--- src/rtl/hazard_tracker_pkg.sv ---
// rtl/hazard_tracker_pkg.sv - shared widths, result-class codes, stage layouts and stall helper
package hazard_tracker_pkg;

  localparam int AW = 5;
  localparam int RW = 3;
  localparam int TW = 2;

  localparam logic [RW-1:0] RES_NW    = 3'd0;
  localparam logic [RW-1:0] RES_ALU   = 3'd1;
  localparam logic [RW-1:0] RES_DM    = 3'd2;
  localparam logic [RW-1:0] RES_PC    = 3'd3;
  localparam logic [RW-1:0] RES_OTHER = 3'd4;

  localparam logic [TW-1:0] TUSE_UNUSED = 2'd3;

  typedef struct packed {
    logic [AW-1:0] a1;
    logic [AW-1:0] a2;
    logic [AW-1:0] a3;
    logic [RW-1:0] res;
    logic [TW-1:0] tnew;
  } e_stage_t;

  typedef struct packed {
    logic [AW-1:0] a2;
    logic [AW-1:0] a3;
    logic [RW-1:0] res;
    logic [TW-1:0] tnew;
  } m_stage_t;

  typedef struct packed {
    logic [AW-1:0] a3;
    logic [RW-1:0] res;
  } w_stage_t;

  // The bubble doubles as the reset value of every stage.
  localparam e_stage_t E_BUBBLE = '{a1: '0, a2: '0, a3: '0, res: RES_NW, tnew: '0};
  localparam m_stage_t M_RESET  = '{a2: '0, a3: '0, res: RES_NW, tnew: '0};
  localparam w_stage_t W_RESET  = '{a3: '0, res: RES_NW};

  // An operand stalls when an in-flight producer of it will not have its result by Tuse.
  function automatic logic operand_stall(
    input logic [AW-1:0] addr,
    input logic [TW-1:0] tuse,
    input e_stage_t      e,
    input m_stage_t      m
  );
    logic hit_e;
    logic hit_m;
    hit_e = (addr == e.a3) && (e.res != RES_NW) && (e.tnew > tuse);
    hit_m = (addr == m.a3) && (m.res != RES_NW) && (m.tnew > tuse);
    return (addr != '0) && (tuse != TUSE_UNUSED) && (hit_e || hit_m);
  endfunction

endpackage

--- src/rtl/hazard_tracker_if.sv ---
// rtl/hazard_tracker_if.sv - D-stage inputs and forwarding buses of the hazard tracker
interface hazard_tracker_if;
  import hazard_tracker_pkg::*;

  logic [AW-1:0] a1_d;
  logic [AW-1:0] a2_d;
  logic [AW-1:0] a3_d;
  logic [RW-1:0] res_d;
  logic [TW-1:0] tnew_d;
  logic [TW-1:0] tuse_rs;
  logic [TW-1:0] tuse_rt;
  logic [39:0]   abus;
  logic [8:0]    resbus;
  logic          stall;

  modport master (
    output a1_d, a2_d, a3_d, res_d, tnew_d, tuse_rs, tuse_rt,
    input  abus, resbus, stall
  );

  modport slave (
    input  a1_d, a2_d, a3_d, res_d, tnew_d, tuse_rs, tuse_rt,
    output abus, resbus, stall
  );

endinterface

--- src/rtl/hazard_tracker_stage_reg.sv ---
// rtl/hazard_tracker_stage_reg.sv - width-parameterised pipeline register with async active-low clear
module hazard_stage_reg #(
  parameter int           W       = 8,
  parameter logic [W-1:0] RST_VAL = '0
) (
  input  logic         clk,
  input  logic         resetn,
  input  logic [W-1:0] d,
  output logic [W-1:0] q
);

  always_ff @(posedge clk or negedge resetn) begin
    if (!resetn) q <= RST_VAL;
    else         q <= d;
  end

endmodule

--- src/rtl/hazard_tracker.sv ---
// rtl/hazard_tracker.sv - tracks E/M/W destinations and Tnew, packs forwarding buses, raises D stall
module hazard_tracker
  import hazard_tracker_pkg::*;
(
  input  logic             clk,
  input  logic             reset,
  hazard_tracker_if.slave  hif
);

  e_stage_t e_q, e_d;
  m_stage_t m_q, m_d;
  w_stage_t w_q, w_d;
  logic     stall_rs, stall_rt, stall;

  always_comb begin
    stall_rs = operand_stall(hif.a1_d, hif.tuse_rs, e_q, m_q);
    stall_rt = operand_stall(hif.a2_d, hif.tuse_rt, e_q, m_q);
    stall    = stall_rs | stall_rt;
  end

  always_comb begin
    e_d = E_BUBBLE;
    if (!stall) begin
      e_d.a1   = hif.a1_d;
      e_d.a2   = hif.a2_d;
      e_d.tnew = hif.tnew_d;
      // A $0 writer or a non-writer never shows up as a producer downstream.
      if ((hif.a3_d != '0) && (hif.res_d != RES_NW)) begin
        e_d.a3  = hif.a3_d;
        e_d.res = hif.res_d;
      end
    end

    m_d.a2   = e_q.a2;
    m_d.a3   = e_q.a3;
    m_d.res  = e_q.res;
    m_d.tnew = (e_q.tnew == '0) ? '0 : e_q.tnew - 1'b1;

    w_d.a3   = m_q.a3;
    w_d.res  = m_q.res;
  end

  hazard_stage_reg #(.W($bits(e_stage_t)), .RST_VAL(E_BUBBLE)) u_e_reg (
    .clk(clk), .resetn(reset), .d(e_d), .q(e_q)
  );

  hazard_stage_reg #(.W($bits(m_stage_t)), .RST_VAL(M_RESET)) u_m_reg (
    .clk(clk), .resetn(reset), .d(m_d), .q(m_q)
  );

  hazard_stage_reg #(.W($bits(w_stage_t)), .RST_VAL(W_RESET)) u_w_reg (
    .clk(clk), .resetn(reset), .d(w_d), .q(w_q)
  );

  assign hif.abus   = {w_q.a3, m_q.a3, e_q.a3, m_q.a2, e_q.a2, e_q.a1, hif.a2_d, hif.a1_d};
  assign hif.resbus = {w_q.res, m_q.res, e_q.res};
  assign hif.stall  = stall;

endmodule

--- src/flat_wrapper.sv ---
// flat-port wrapper written by rule: the top's interface ports become plain ports
module hazard_tracker_flat import hazard_tracker_pkg::*;
  (clk, reset, hif_a1_d, hif_a2_d, hif_a3_d, hif_res_d, hif_tnew_d, hif_tuse_rs, hif_tuse_rt, hif_abus, hif_resbus, hif_stall);
  hazard_tracker_if hif_i ();
  input  logic clk;
  input  logic reset;
  input wire logic [$bits(hif_i.a1_d)-1:0] hif_a1_d;
  input wire logic [$bits(hif_i.a2_d)-1:0] hif_a2_d;
  input wire logic [$bits(hif_i.a3_d)-1:0] hif_a3_d;
  input wire logic [$bits(hif_i.res_d)-1:0] hif_res_d;
  input wire logic [$bits(hif_i.tnew_d)-1:0] hif_tnew_d;
  input wire logic [$bits(hif_i.tuse_rs)-1:0] hif_tuse_rs;
  input wire logic [$bits(hif_i.tuse_rt)-1:0] hif_tuse_rt;
  output wire logic [$bits(hif_i.abus)-1:0] hif_abus;
  output wire logic [$bits(hif_i.resbus)-1:0] hif_resbus;
  output wire logic [$bits(hif_i.stall)-1:0] hif_stall;
  assign hif_i.a1_d = hif_a1_d;
  assign hif_i.a2_d = hif_a2_d;
  assign hif_i.a3_d = hif_a3_d;
  assign hif_i.res_d = hif_res_d;
  assign hif_i.tnew_d = hif_tnew_d;
  assign hif_i.tuse_rs = hif_tuse_rs;
  assign hif_i.tuse_rt = hif_tuse_rt;
  assign hif_abus = hif_i.abus;
  assign hif_resbus = hif_i.resbus;
  assign hif_stall = hif_i.stall;
  hazard_tracker u_core (.clk(clk), .reset(reset), .hif(hif_i));
endmodule
--- config.mk ---
export PLATFORM = sky130hd
export DESIGN_NAME = hazard_tracker_flat
export DESIGN_NICKNAME = d
export VERILOG_FILES = /design/src/rtl/hazard_tracker_pkg.sv /design/src/rtl/hazard_tracker_if.sv /design/src/rtl/hazard_tracker_stage_reg.sv /design/src/rtl/hazard_tracker.sv /design/src/flat_wrapper.sv
export SDC_FILE = /design/constraint.sdc
export NUM_CORES = 1
export LEC_CHECK = 0
export ABC_AREA = 1
export CAP_MARGIN = 20
export CORE_MARGIN = 2
export CORE_UTILIZATION = 45
export DETAILED_ROUTE_END_ITERATION = 8
export GPL_TIMING_DRIVEN = 0
export HOLD_SLACK_MARGIN = 0.05
export PLACE_DENSITY = 0.8
export SYNTH_ARGS = -nofsm -noshare
export SYNTH_HDL_FRONTEND = slang
export SYNTH_SLANG_ARGS = --single-unit
--- constraint.sdc ---
create_clock -name clk -period 2.3 [get_ports clk]
set_clock_uncertainty 0.05 [all_clocks]
set_input_delay 0.46 -clock clk [delete_from_list [all_inputs] [get_ports clk]]
set_output_delay 0.46 -clock clk [all_outputs]
set_load 0.005 [all_outputs]
==> impl_metrics.json <==
{
  "result_of_the_run": "complete, no violations",
  "r2r_slack_ps": 290,
  "cap_violations": 0,
  "finalMaxSlewViolations": 0,
  "worst_path_largest_cell_delay_ps": 430,
  "stdcell_count": 421,
  "setup-tns-final_ps": 0,
  "worst-endpoint-required_ps": 1790,
  "mappedNetlistArea_um2": 2206,
  "drc_markers": 0,
  "post-route-min-period_ps": 2285,
  "drt_pre_antenna_iters": 4,
  "worstHoldPathType": "flip-flop to flip-flop",
  "start_util": 0.4670,
  "critical-path-top-cell-by-count": "sky130_fd_sc_hd__nand2_1",
  "routed-via-count": 1826,
  "syn2layout_area_growth_pct": 46.51,
  "timing_hold_violations_final": 0,
  "path_depth": 11,
  "wirelength_um": 4557,
  "antenna_violating_nets_post_route": 0,
  "pwr-share-seq": 0.481,
  "min_period_over_period": 0.9934,
  "grt_pass1_vias": 1766,
  "ys_seq_area_frac": 0.4878,
  "critical_path.reg2reg.startpoint": "u_core.u_m_reg.q[1]",
  "fillerInstances": 385,
  "die_width_um": 74.02,
  "cts_buffer_depth": 2,
  "floorplan.die_area_um2": 5478,
  "synth_net_count": 299,
  "route.detailed.wl_per_inst_um": 10.82,
  "clk_root_buffer_cell": "sky130_fd_sc_hd__clkbuf_8",
  "critPathCaptureType": "output pin",
  "dieHeight_um": 74.02,
  "drt_first_iter_violations": 59,
  "antenna_found_initial": 0,
  "n_antenna_cell": 0,
  "critical-path-slowest-cell": "sky130_fd_sc_hd__dfrtp_1",
  "cts_htree_levels": 2,
  "fp.coreArea_um2": 4723,
  "switching_share": 0.2651,
  "syn_inst": 265,
  "power_leakage_uw": 0.001681,
  "irDropWorstVdd_v": 0.0003095,
  "numCtsBuffers": 5,
  "clkTransAtPathRegs_ps": 80,
  "tritoncts_sink_count": 43,
  "synth_seq_cells": 43,
  "power_frac_clock": 0.259,
  "worst-endpoint-arrival_ps": 1770,
  "rsz0062_at_grt": "yes",
  "p_int_uw": 1313,
  "most_common_library_cell_in_the_layout_ignoring_fill_and_taps": "sky130_fd_sc_hd__nand2_1",
  "r2r.worst_path.cells": 15,
  "synth-warning-count": 0,
  "maxSlewHeadroom": 0.8369,
  "tritoncts_clock_tree": "done",
  "layout-drive-gt1-share": 0.1977,
  "critPathTopFamily": "simple AND/OR/NAND/NOR gates",
  "worstSetupEndpoint": "hif_stall",
  "grt_max_degree": 43,
  "globalplace.congestion": 0.8771,
  "setup_ws_ps": 15.29,
  "max_clock_freq_mhz": 437.7,
  "dpl.hpwl_um": 3516,
  "worst_setup_path_startpoint": "u_core.u_m_reg.q[1]",
  "final_nets": 387,
  "fp-row-count": 25,
  "fin_total_pwr_uw": 1786,
  "grt_first_pass_wirelength_um": 7817,
  "design.portCount": 76,
  "groute.usage.overall": 0.1892,
  "final_cell_mix": "70 x sky130_fd_sc_hd__nand2_1, 62 x sky130_fd_sc_hd__clkdlybuf4s50_1, 45 x sky130_fd_sc_hd__buf_4",
  "power_switching_uw": 473.6,
  "placedCellCount": 408,
  "port-buffer-count": 75,
  "vias_per_cell": 4.337,
  "share_comb_of_total_power": 0.260,
  "synth.lib_cells_used.distinct": 19,
  "crit-reg2reg-capture": "u_core.u_e_reg.q[7]",
  "max_slew.worst_pin.slew_ps": 243.8,
  "p_per_area_nw_per_um2": 552.7,
  "global_route.overflow_total": 0,
  "placement.setup.worst_slack_ps": -851.4,
  "timing.critical_path.fanout_max": 3,
  "setup.worst_path.start_class": "flip-flop",
  "clkLatencyLatePin_ps": 290,
  "path_class": "flip-flop to output pin",
  "finalSetupViolCount": 0,
  "syn-mean-instance-area_um2": 8.324,
  "ordered_list_of_cells_on_the_worst_path": "buf_6 -> ha_4 -> nand2_2 -> nand2_1 -> nand2_1 -> nor2_1 -> nand3_1 -> nand2_1 -> nand2_1 -> nand2_2 -> buf_6",
  "worst-path-buf-inv": 2
}
-- synthesized netlist by cell type --
cell type / instances / share of area
sky130_fd_sc_hd__xnor2_1: 3 / 0.012
sky130_fd_sc_hd__nor2_1: 36 / 0.061
sky130_fd_sc_hd__buf_4: 41 / 0.14
sky130_fd_sc_hd__inv_2: 2 / 0.0034
sky130_fd_sc_hd__nand3_1: 8 / 0.018
sky130_fd_sc_hd__inv_1: 38 / 0.065
sky130_fd_sc_hd__o21ai_0: 2 / 0.0045
sky130_fd_sc_hd__dfrtp_1: 43 / 0.49
sky130_fd_sc_hd__nand2_2: 1 / 0.0028
sky130_fd_sc_hd__nand2_1: 71 / 0.12
sky130_fd_sc_hd__nor3_1: 1 / 0.0023
sky130_fd_sc_hd__nor2_2: 2 / 0.0057
sky130_fd_sc_hd__nand4_1: 2 / 0.0057
sky130_fd_sc_hd__o21bai_1: 2 / 0.0068
sky130_fd_sc_hd__buf_6: 2 / 0.010
sky130_fd_sc_hd__a21oi_1: 1 / 0.0023
sky130_fd_sc_hd__or3_1: 1 / 0.0028
sky130_fd_sc_hd__xor2_1: 1 / 0.0040
sky130_fd_sc_hd__ha_1: 8 / 0.045
-- registers in the layout, indices dropped and copies added (netlist names) --
register          cells
u_core.u_m_reg.q     15
u_core.u_w_reg.q      8
u_core.u_e_reg.q     20
-- cell type report --
| type | count | area [um2] | share of cell area |
|---|---|---|---|
| Clock buffer | 6 | 72.57 | 0.02245 |
| Clock inverter | 2 | 12.51 | 0.003871 |
| Buffer | 42 | 319.1 | 0.09872 |
| Multi-Input combinational cell | 139 | 701.9 | 0.2172 |
| Timing Repair Buffer | 82 | 814.5 | 0.2520 |
| Tap cell | 67 | 83.83 | 0.02594 |
| Inverter | 40 | 150.1 | 0.04646 |
| Sequential cell | 43 | 1077 | 0.3333 |
-- cell families after synthesis --
group,synth area share
buf+inv,0.2178
flops,0.4878
simple gates,0.2195
compound gates,0.01361
fa+ha+maj,0.04538
xor+xnor,0.01588
-- worst min-delay path by stage --
stage	from	endpoint	slack (ps)	cells past startpoint
detailed placement	reset	u_core.u_m_reg.q[13]	210	1
global placement	u_core.u_e_reg.q[11]	u_core.u_m_reg.q[11]	310	0
global route	u_core.u_e_reg.q[10]	u_core.u_m_reg.q[10]	340	0
floorplan	reset	u_core.u_e_reg.q[0]	110	0
finish	u_core.u_e_reg.q[13]	u_core.u_m_reg.q[13]	330	0
CTS	u_core.u_e_reg.q[10]	u_core.u_m_reg.q[10]	330	0
-- power by group through the flow --
stage	Combinational (uW)	Clock, uW	Sequential [uW]
6_report	464	462	860
3_3_place_gp	438	0	869
2_1_floorplan	216	0	864
5_1_grt	520	505	869
4_1_cts	463	475	860
3_5_place_dp	452	0	873
-- timing repair --
item / in CTS / in global routing
hold endpoints to repair: 1 / 0
setup buffers: 4 / 1
hold buffers: 1 / 0
pin swaps: 8 / 8
endpoints found under the setup margin: 1 / 1
gates resized for setup: 22 / 5
-- routing by layer --
layer | share of wire | up-vias | track usage
li1 | - | 921 | -
met1 | 0.41 | 826 | 0.2213
met2 | 0.50 | 70 | 0.3284
met3 | 0.067 | 9 | 0.04336
met4 | 0.021 | 0 | 0.09091
met5 | 0 | - | 0
-- through the flow --
| step | instance area [um2] | hold WS, ps | utilization |
|---|---|---|---|
| floorplan | 2206 | 114.4 | - |
| global placement | 3040 | 307.0 | 0.6437 |
| detailed placement | 3055 | 210.5 | 0.6469 |
| CTS | 3212 | 332.4 | 0.6800 |
| global route | 3232 | 340.7 | 0.6842 |
| finish | 3232 | 328.6 | 0.6842 |
Power figures use the tool's default switching activity.
